--- src/rtl/ram_mbist.sv ---
// ram_mbist: March C- memory BIST controller for a single-port RAM.
// Optional build macro MBIST_ERR_CAPTURE_EN adds first-mismatch capture registers;
// without it out_err_addr/out_err_expect/out_err_actual are tied to 0.
module ram_mbist #(
  parameter int DATA_WIDTH   = 8,
  parameter int ADDR_WIDTH   = 10,
  parameter int DEPTH        = 1024,
  parameter int ERRCNT_WIDTH = 16
) (
  input  logic                    in_clk,
  input  logic                    in_rst,
  input  logic                    in_start,
  output logic                    out_busy,
  output logic                    out_done,
  output logic                    out_pass,
  output logic [ERRCNT_WIDTH-1:0] out_err_count,
  output logic [ADDR_WIDTH-1:0]   out_err_addr,
  output logic [DATA_WIDTH-1:0]   out_err_expect,
  output logic [DATA_WIDTH-1:0]   out_err_actual,
  output logic [ADDR_WIDTH-1:0]   out_ram_addr,
  output logic                    out_ram_we,
  output logic [DATA_WIDTH-1:0]   out_ram_wdata,
  input  logic [DATA_WIDTH-1:0]   in_ram_rdata
);
  localparam logic [3:0] S_IDLE  = 4'd0;
  localparam logic [3:0] S_M0    = 4'd1;
  localparam logic [3:0] S_M1    = 4'd2;
  localparam logic [3:0] S_M2    = 4'd3;
  localparam logic [3:0] S_M3    = 4'd4;
  localparam logic [3:0] S_M4    = 4'd5;
  localparam logic [3:0] S_M5    = 4'd6;
  localparam logic [3:0] S_FLUSH = 4'd7;
  localparam logic [3:0] S_DONE  = 4'd8;
  localparam logic [ADDR_WIDTH-1:0] LAST = ADDR_WIDTH'(DEPTH - 1);
  localparam logic [DATA_WIDTH-1:0] B0 = '0;
  localparam logic [DATA_WIDTH-1:0] B1 = '1;

  logic [3:0]              r_state;
  logic [ADDR_WIDTH-1:0]   r_addr;
  logic                    r_phase;
  logic                    r_chk;
  logic [DATA_WIDTH-1:0]   r_exp;
  logic [ERRCNT_WIDTH-1:0] r_cnt;
  logic                    r_pass;

  logic                    w_run, w_rw, w_desc, w_read, w_step, w_end, w_start, w_mis;
  logic [DATA_WIDTH-1:0]   w_exp;
  logic [ERRCNT_WIDTH-1:0] w_cnt_next;

  // M1..M4 alternate a read cycle and a write cycle per address; M0 writes only, M5 reads only
  assign w_run   = (r_state >= S_M0) && (r_state <= S_M5);
  assign w_rw    = (r_state >= S_M1) && (r_state <= S_M4);
  assign w_desc  = (r_state == S_M3) || (r_state == S_M4);
  assign w_read  = (w_rw && !r_phase) || (r_state == S_M5);
  assign w_step  = (r_state == S_M0) || (r_state == S_M5) || (w_rw && r_phase);
  assign w_end   = w_desc ? (r_addr == '0) : (r_addr == LAST);
  assign w_start = in_start && ((r_state == S_IDLE) || (r_state == S_DONE));
  assign w_exp   = ((r_state == S_M2) || (r_state == S_M4)) ? B1 : B0;
  assign w_mis   = r_chk && (in_ram_rdata != r_exp);
  assign w_cnt_next = (w_mis && !(&r_cnt)) ? r_cnt + ERRCNT_WIDTH'(1) : r_cnt;

  assign out_busy      = (r_state >= S_M0) && (r_state <= S_FLUSH);
  assign out_done      = (r_state == S_DONE);
  assign out_pass      = r_pass;
  assign out_err_count = r_cnt;
  assign out_ram_we    = (r_state == S_M0) || (w_rw && r_phase);
  assign out_ram_addr  = w_run ? r_addr : '0;
  assign out_ram_wdata = (out_ram_we && ((r_state == S_M1) || (r_state == S_M3))) ? B1 : B0;

  // Sequencer: element/address stepping, read-compare pipeline, error count and verdict
  always_ff @(posedge in_clk) begin
    if (!in_rst) begin
      r_state <= S_IDLE;
      r_addr  <= '0;
      r_phase <= 1'b0;
      r_chk   <= 1'b0;
      r_exp   <= '0;
      r_cnt   <= '0;
      r_pass  <= 1'b0;
    end else begin
      r_chk   <= w_read;
      r_exp   <= w_exp;
      r_phase <= w_rw ? ~r_phase : 1'b0;
      r_cnt   <= w_start ? '0 : w_cnt_next;
      if (w_start) begin
        r_state <= S_M0;
        r_addr  <= '0;
        r_pass  <= 1'b0;
      end else if (w_step) begin
        r_state <= w_end ? r_state + 4'd1 : r_state;
        r_addr  <= w_end ? (((r_state == S_M2) || (r_state == S_M3)) ? LAST : '0)
                         : (w_desc ? r_addr - ADDR_WIDTH'(1) : r_addr + ADDR_WIDTH'(1));
      end else if (r_state == S_FLUSH) begin
        r_state <= S_DONE;
        r_pass  <= (w_cnt_next == '0);
      end
    end
  end

`ifdef MBIST_ERR_CAPTURE_EN
  logic [ADDR_WIDTH-1:0] r_chk_addr;
  logic [ADDR_WIDTH-1:0] r_err_addr;
  logic [DATA_WIDTH-1:0] r_err_expect;
  logic [DATA_WIDTH-1:0] r_err_actual;

  // Remember which address the in-flight read came from, then latch the first mismatch only
  always_ff @(posedge in_clk) begin
    if (!in_rst || w_start) begin
      r_chk_addr   <= '0;
      r_err_addr   <= '0;
      r_err_expect <= '0;
      r_err_actual <= '0;
    end else begin
      r_chk_addr <= r_addr;
      if (w_mis && (r_cnt == '0)) begin
        r_err_addr   <= r_chk_addr;
        r_err_expect <= r_exp;
        r_err_actual <= in_ram_rdata;
      end
    end
  end

  assign out_err_addr   = r_err_addr;
  assign out_err_expect = r_err_expect;
  assign out_err_actual = r_err_actual;
`else
  assign out_err_addr   = '0;
  assign out_err_expect = '0;
  assign out_err_actual = '0;
`endif
endmodule

--- config.mk ---
export PLATFORM = sky130hd
export DESIGN_NAME = ram_mbist
export DESIGN_NICKNAME = d
export VERILOG_FILES = /design/src/rtl/ram_mbist.sv
export SDC_FILE = /design/constraint.sdc
export NUM_CORES = 1
export LEC_CHECK = 0
export ABC_AREA = 1
export BUFFER_PORTS_ARGS = -buffer_cell sky130_fd_sc_hd__buf_4
export CELL_PAD_IN_SITES_DETAIL_PLACEMENT = 1
export CELL_PAD_IN_SITES_GLOBAL_PLACEMENT = 1
export CORE_MARGIN = 1.5
export CORE_UTILIZATION = 40
export DETAILED_ROUTE_END_ITERATION = 6
export PLACE_DENSITY = 0.89
export SYNTH_ARGS = -nofsm -noshare
export SYNTH_HDL_FRONTEND = slang
export SYNTH_SLANG_ARGS = --single-unit
--- constraint.sdc ---
create_clock -name in_clk -period 7 [get_ports in_clk]
set_clock_uncertainty 0.1 [all_clocks]
set_input_delay 0.7 -clock in_clk [delete_from_list [all_inputs] [get_ports in_clk]]
set_output_delay 0.7 -clock in_clk [all_outputs]
set_load 0.05 [all_outputs]
# Word-level counts from Yosys, hierarchy flattened
# Cells that the tools add are included.
# totals
register_bits,41
inputBits,11
output_inout_bits,64
elab_cells,75
# op_classes
add_sub_neg,4
magnitude_cmp,5
eq_ne,12
mux,12
bitwise,3
n_reduce_logical,31
# ops
operator,n
$mux W10,4
$add A16 B1 Y16 const B,1
$eq A4 B3 Y1 const B,4
$logic_not A16 Y1,1
$mux W16,1
$mux W8,2
$reduce_and A16 Y1,1
$le A4 B3 Y1 const B,3
$mux W4,3
$add A10 B1 Y10 const B,1
$eq A10 B10 Y1 const B,1
$logic_not A10 Y1,1
$sub A10 B1 Y10 const B,1
$logic_and A1 B1 Y1,9
$logic_or A1 B1 Y1,9
$eq A4 B2 Y1 const B,2
$ne A8 B8 Y1,1
$reduce_and A2 Y1,4
$add A4 B1 Y4 const B,1
$eq A4 B1 Y1 const B,1
$eq A4 B4 Y1 const B,1
$ge A4 B1 Y1 const B,1
$ge A4 B2 Y1 const B,1
$logic_not A4 Y1,1
other kinds (8),12

# Logic depth before layout (Yosys ltp)
# Gate-level depths: netlist of the first run.
# logic_depth
word_depth,6
ltp_mapped,16
depth_no_buf,16

# Worst setup path after synthesis of the first run
# OpenSTA, ideal clock, no wires.
# synth_path
kind,register to output
from,reg r_state[1]
to,out out_ram_addr[0]
arrival_time_ns,2.773
required_ns,6.200
slack_ns,3.427
stages_incl_launch_ff,7
path_buffers,0
path_cell_list,dfxtp_1 inv_1 ha_1 nand2_1 a31oi_1 o31ai_2 nor2_1
# synth_via
elab_chain_len,3
word_cells_on_any_way,4
cone_classes,2 x order compare; 1 x mux; 1 x reduce/logical
# synth_lines
item,line_no,text
from (decl),38,logic [3:0] r_state;
from (signal assigned),90,r_state <= w_end ? r_state + 4'd1 : r_state;
$ge A4 B1 Y1 or $le A4 B3 Y1 (tied branches),51,assign w_run = (r_state >= S_M0) && (r_state <= S_M5);
$logic_and A1 B1 Y1 *,51,
$mux W10 *,67,assign out_ram_addr = w_run ? r_addr : '0;
to (decl),20,"output logic [ADDR_WIDTH-1:0] out_ram_addr,"
# Every way passes the cells marked *; elsewhere a longest branch is shown, timed or not.

# Worst setup path after layout of the first run
# layout_path
from,reg r_state[1]
to,out out_ram_wdata[4]
# layout_via
elab_chain_len,6
word_cells_on_any_way,11
cone_classes,2 x order compare; 3 x eq/ne; 1 x mux; 5 x reduce/logical
# layout_lines
item,line_no,text
$ge A4 B2 Y1 or $le A4 B3 Y1 (tied branches),52,assign w_rw = (r_state >= S_M1) && (r_state <= S_M4);
$logic_and A1 B1 Y1,52,
$logic_and A1 B1 Y1,66,assign out_ram_we = (r_state == S_M0) || (w_rw && r_phase);
$logic_or A1 B1 Y1,66,
$logic_and A1 B1 Y1 *,68,assign out_ram_wdata = (out_ram_we && ((r_state == S_M1) || (r_state == S_M3))) ? B1 : B0;
$mux W8 *,68,
to (decl),22,"output logic [DATA_WIDTH-1:0] out_ram_wdata,"
# Marked as above.

==> metrics, run 1 <==
pre-CTS setup slack 4.10 ns; status finished, final reports clean; clock-pin slew on the worst setup and hold paths 0.06 ns; Vias 2,904; setup violators final 0; IO buf count 48; cts bufs inserted 5; most frequent cell after synthesis nand2_1; Ports 75; final instance area 0.00331 sq mm; CTS HTree Levels 2; die width 88.1 um; YS warnings 0; Post-Syn Area 0.00290 sq mm; Yosys cell types 46; Leakage 1.56 nW; worst setup margin 3.99 ns; slew margin rel. 43.4%; Residual DRC 0; Placed Cells 571; Synth async-reset ratio 0%; drt pass-1 iters 4; unrepaired setup endpoints after global routing false; Fmax 332 MHz; Peak supply drop 0.0809 mV; Area after DPL 0.00319 sq mm; fin cells 578; Final Hold Fails 0; Initial Utilization 42.0%; post-synthesis simple-gate area fraction 33.1%; Initial DRC Count 159; Worst Setup Start Kind flip-flop; largest net degree at the start of global routing 23; GRT overflow 0; DIE AREA 0.00776 sq mm; core footprint 0.00691 sq mm; clk sink count 34; WL per Instance 14.8 um; Setup CP Type flip-flop to primary output; Post-Synth XOR/XNOR Area 5.44%; worst skew pair latency 0.30 ns; WL final 8550 um; main combinational cell family by area after synthesis simple AND/OR/NAND/NOR gates; row count 30; minimum clock period 3.01 ns; via count of the first global-routing pass 2,886; Data required, critical path 6.20 ns; post-synth top area share 23.5%; post-CTS setup buffers 0; FF+latch count, synth 34; Post-Syn Instances 440; commonest cells in the netlist nand2_1, nor2_1, inv_1, buf_4, dfxtp_1; Worst Path Max Fanout 8; complex-gate fraction of the synthesized area 14.0%; r2r setup slk 4.02 ns; ranking of synthesized cells by area dfxtp_1, nand2_1, buf_4, nor2_1, inv_1; fin. max-slew vios 0; global-route wire length before repair 13,800 um; Total GRT Usage 23.1%; CTS tree done; Via density 5.02; Post-DRT Antenna Nets 0; GP Congestion 0.889; part of the Yosys area used for sequential elements 23.5%; ant diodes 0; max_cap viols 0; layout cells sized above 1 17.8%; cts hold-fix bufs 0; mux contribution to synthesized area 0%; CTS Root Cell clkbuf_8; top_reg_cell synth dfxtp_1; Yosys top cell by area dfxtp_1; fin crit share 43.0%; Hold Crit Class flip-flop to flip-flop; Syn Area/Cell 6.59 sq um; DP HPWL 6390 um; fillcell total 973; initial antenna violation count 0; clk buf depth 2; CP Capture Type primary output; Pwr Density 150 mW/mm^2; NumNets Final 508; adder-cell area share of the yosys netlist 6.74%; chip height 88.1 um; setup TNS 0 ns; number of gates resized after CTS 0; P&R area growth vs syn 14.1%; Post-synth EDFFs 0; WP data arrival 2.21 ns; Tightest Pin Transition 0.847 ns
[path summary, 6_finish.rpt]
| check | from | end | depth (start not counted) |
|---|---|---|---|
| setup / recovery | r_state[1] | out_ram_wdata[4] | 7 |
| hold / removal | out_pass | out_pass | 2 |
| setup reg to reg | r_state[0] | r_addr[9] | 15 |
| hold reg to reg | out_pass | out_pass | 2 |
[layout by cell type (no fill, tap or decap), types with 3 or more instances in the layout]
cell type / count
nand2_1: 100
nor2_1: 56
inv_1: 49
buf_4: 48
dfxtp_1: 34
a21oi_1: 30
nand3_1: 26
conb_1: 26
ha_1: 14
xor2_1: 13
o21ai_0: 11
clkbuf_8: 6
nor3_1: 5
nor4_1: 5
o21ai_2: 5
o211ai_1: 5
xnor2_1: 5
inv_2: 4
nand4_1: 4
nand2_2: 4
nor2_4: 3
nor2_2: 3
[per-stage QoR]
stage | hold WS, ns | total power, mW | util [%]
floorplan | 0.401 | 0.294 | -
global placement | 0.370 | 0.302 | 46.2
detailed placement | 0.382 | 0.304 | 46.2
CTS | 0.392 | 0.498 | 47.9
global route | 0.407 | 0.515 | 47.9
finish | 0.393 | 0.495 | 47.9
[routing by layer]
metal	up-vias	GRT usage, %	share of wire, %
met3	17	3.86	4.2
met4	0	8.24	1.9
met1	1375	26.9	43
li1	1443	-	-
met5	-	0	0
met2	69	42.4	51
[critical path, cell delays in order, from the launching register on]
cell and delay [ns]:
dfxtp_1 0.36, inv_1 0.17, ha_1 0.28, nand2_1 0.12, nand2_1 0.13, nand3_2 0.12, a21oi_1 0.44, buf_4 0.30
[cells by family after synthesis]
kind of cell	Yosys count
compound gates	65
xor+xnor	18
fa+ha+maj	15
buf+inv	94
flops	34
other cells	1
simple gates	213
[area by class of cell]
type | instances | area [sq um] | share of cell area, %
clock buffers | 6 | 82.6 | 2.50
repair buffers | 48 | 360 | 10.9
multi-input cells | 337 | 1810 | 54.9
clock inverters | 1 | 30.0 | 0.908
flip-flops and latches | 34 | 681 | 20.6
well taps | 96 | 120 | 3.63
inverters | 56 | 218 | 6.59
[state kept, by name, indices dropped and copies added, names as in the netlist]
register,count
out_err_count,16
out_pass,1
r_addr,10
r_chk,1
r_exp,1
r_phase,1
r_state,4
[report_power, final]
part | internal (mW) | total, mW | switching, mW
Combinational | 0.0210 | 0.0992 | 0.0782
Sequential | 0.197 | 0.202 | 0.00539
Clock | 0.114 | 0.194 | 0.0795
Total | 0.332 | 0.495 | 0.163
Power figures use the tool's default switching activity.
==> run 2, diff against run 1 <==
- CORE_UTILIZATION: 40 -> 37
- PLACE_DENSITY: 0.89 -> 0.84
- clock period: 7 -> 3.1 ns (I/O delays scaled with it)
==> metrics, run 2 (same netlist as run 1, synthesis figures left out) <==
cts hold-fix bufs 0; fin crit share 93.3%; NumNets Final 513; Setup CP Type flip-flop to flip-flop; clock-pin slew on the worst setup and hold paths 0.08 ns; layout cells sized above 1 19.3%; clk sink count 34; Data required, critical path 3.22 ns; Via density 4.91; drt pass-1 iters 4; CTS tree done; Placed Cells 579; Total Power 1.04 mW; Peak supply drop 0.149 mV; final instance area 0.00334 sq mm; initial antenna violation count 0; Worst Path Max Fanout 9; cell count of the worst reg-to-reg path 16; IO buf count 48; Final Hold Fails 0; WL final 8160 um; setup violators final 0; via count of the first global-routing pass 2,968; minimum clock period 2.89 ns; Hold Crit Class primary input to flip-flop; CTS Root Cell clkbuf_8; Hold Crit Depth 3; Area after DPL 0.00322 sq mm; Post-DRT Antenna Nets 0; largest net degree at the start of global routing 23; Finished Core Util 43.7%; WP data arrival 3.01 ns; slew margin rel. 47.6%; CP Capture Type flip-flop; commonest non-fill, non-tap cell in the layout nand2_1; Pwr Density 311 mW/mm^2; max reg flops 16; DP HPWL 6420 um; Ports 75; DIE AREA 0.00837 sq mm; Fmax 346 MHz; die width 91.5 um; GP Congestion 0.941; clk buf depth 2; Initial Utilization 37.9%; Total GRT Usage 20.4%; P&R area growth vs syn 15.4%; core footprint 0.00765 sq mm; Leakage 1.57 nW; WL per Instance 13.8 um; fin. max-slew vios 0; chip height 91.5 um; status finished, final reports clean; ant diodes 0; Worst Setup Start Kind flip-flop; row count 32; cts bufs inserted 5; Residual DRC 0; GRT overflow 0; worst skew pair latency 0.30 ns; CTS HTree Levels 2; global-route wire length before repair 13,900 um; fin cells 590; Vias 2,894; Tightest Pin Transition 0.781 ns; max_cap viols 0; setup TNS 0 ns; commonest non-fill, non-tap cells in the layout nand2_1, nor2_1, buf_4; Initial DRC Count 124
[run 2: area by class of cell]
cell class,instances,area [sq um]
multi-input combinational,337,1830
clock inverter,2,12.5
clock buffer,6,82.6
timing repair buffer,53,398
tap,102,128
fill,1043,4300
sequential,34,681
inverter,56,218
[run 2: path summary, 6_finish.rpt]
path / to / from / slack, ns
setup reg to reg: r_addr[8] / r_state[1] / 0.21
hold / removal: r_phase / in_rst / 0.22
setup / recovery: r_addr[8] / r_state[1] / 0.21
hold reg to reg: out_pass / out_pass / 0.42
[run 2: what timing repair did]
action	in CTS	in global routing
hold endpoints to repair	0	0
resized for setup	0	3
setup endpoints to repair	0	4
setup buffers	0	3
[run 2: where the power goes]
part	leakage (nW)	switching (mW)	internal [mW]	total (mW)
registers	0.275	0.0126	0.445	0.458
clock network	0.0472	0.182	0.179	0.360
logic	1.25	0.173	0.0496	0.223
[run 2: through the flow]
stage | worst slack, ns | hold slack [ns]
2_1_floorplan | 0.307 | 0.372
3_3_place_gp | 0.325 | 0.393
3_5_place_dp | 0.0964 | 0.410
4_1_cts | 0.0823 | 0.203
5_1_grt | -0.0272 | 0.232
6_report | 0.209 | 0.215
[run 2: worst max-delay path, cell delays in order, from the launching register on]
cell and delay (ns):
dfxtp_1 0.43, inv_1 0.16, ha_1 0.30, o21ai_4 0.25, clkinv_4 0.14, ha_1 0.36
a21oi_1 0.14, o21ai_1 0.12, nand3_1 0.10, nand2_1 0.09, nand2_1 0.08, nand2_1 0.06
a21oi_1 0.17, nor2_1 0.06, nor2_1 0.10, nand2_1 0.07, a21oi_1 0.11
[run 2: per-layer routing]
metal	global-route usage, %	part of all wire, %	up-vias
met5	0	0	-
met4	7.42	2.1	0
met3	3.02	3.3	13
met2	37.3	51	56
met1	23.8	44	1372
li1	-	-	1453
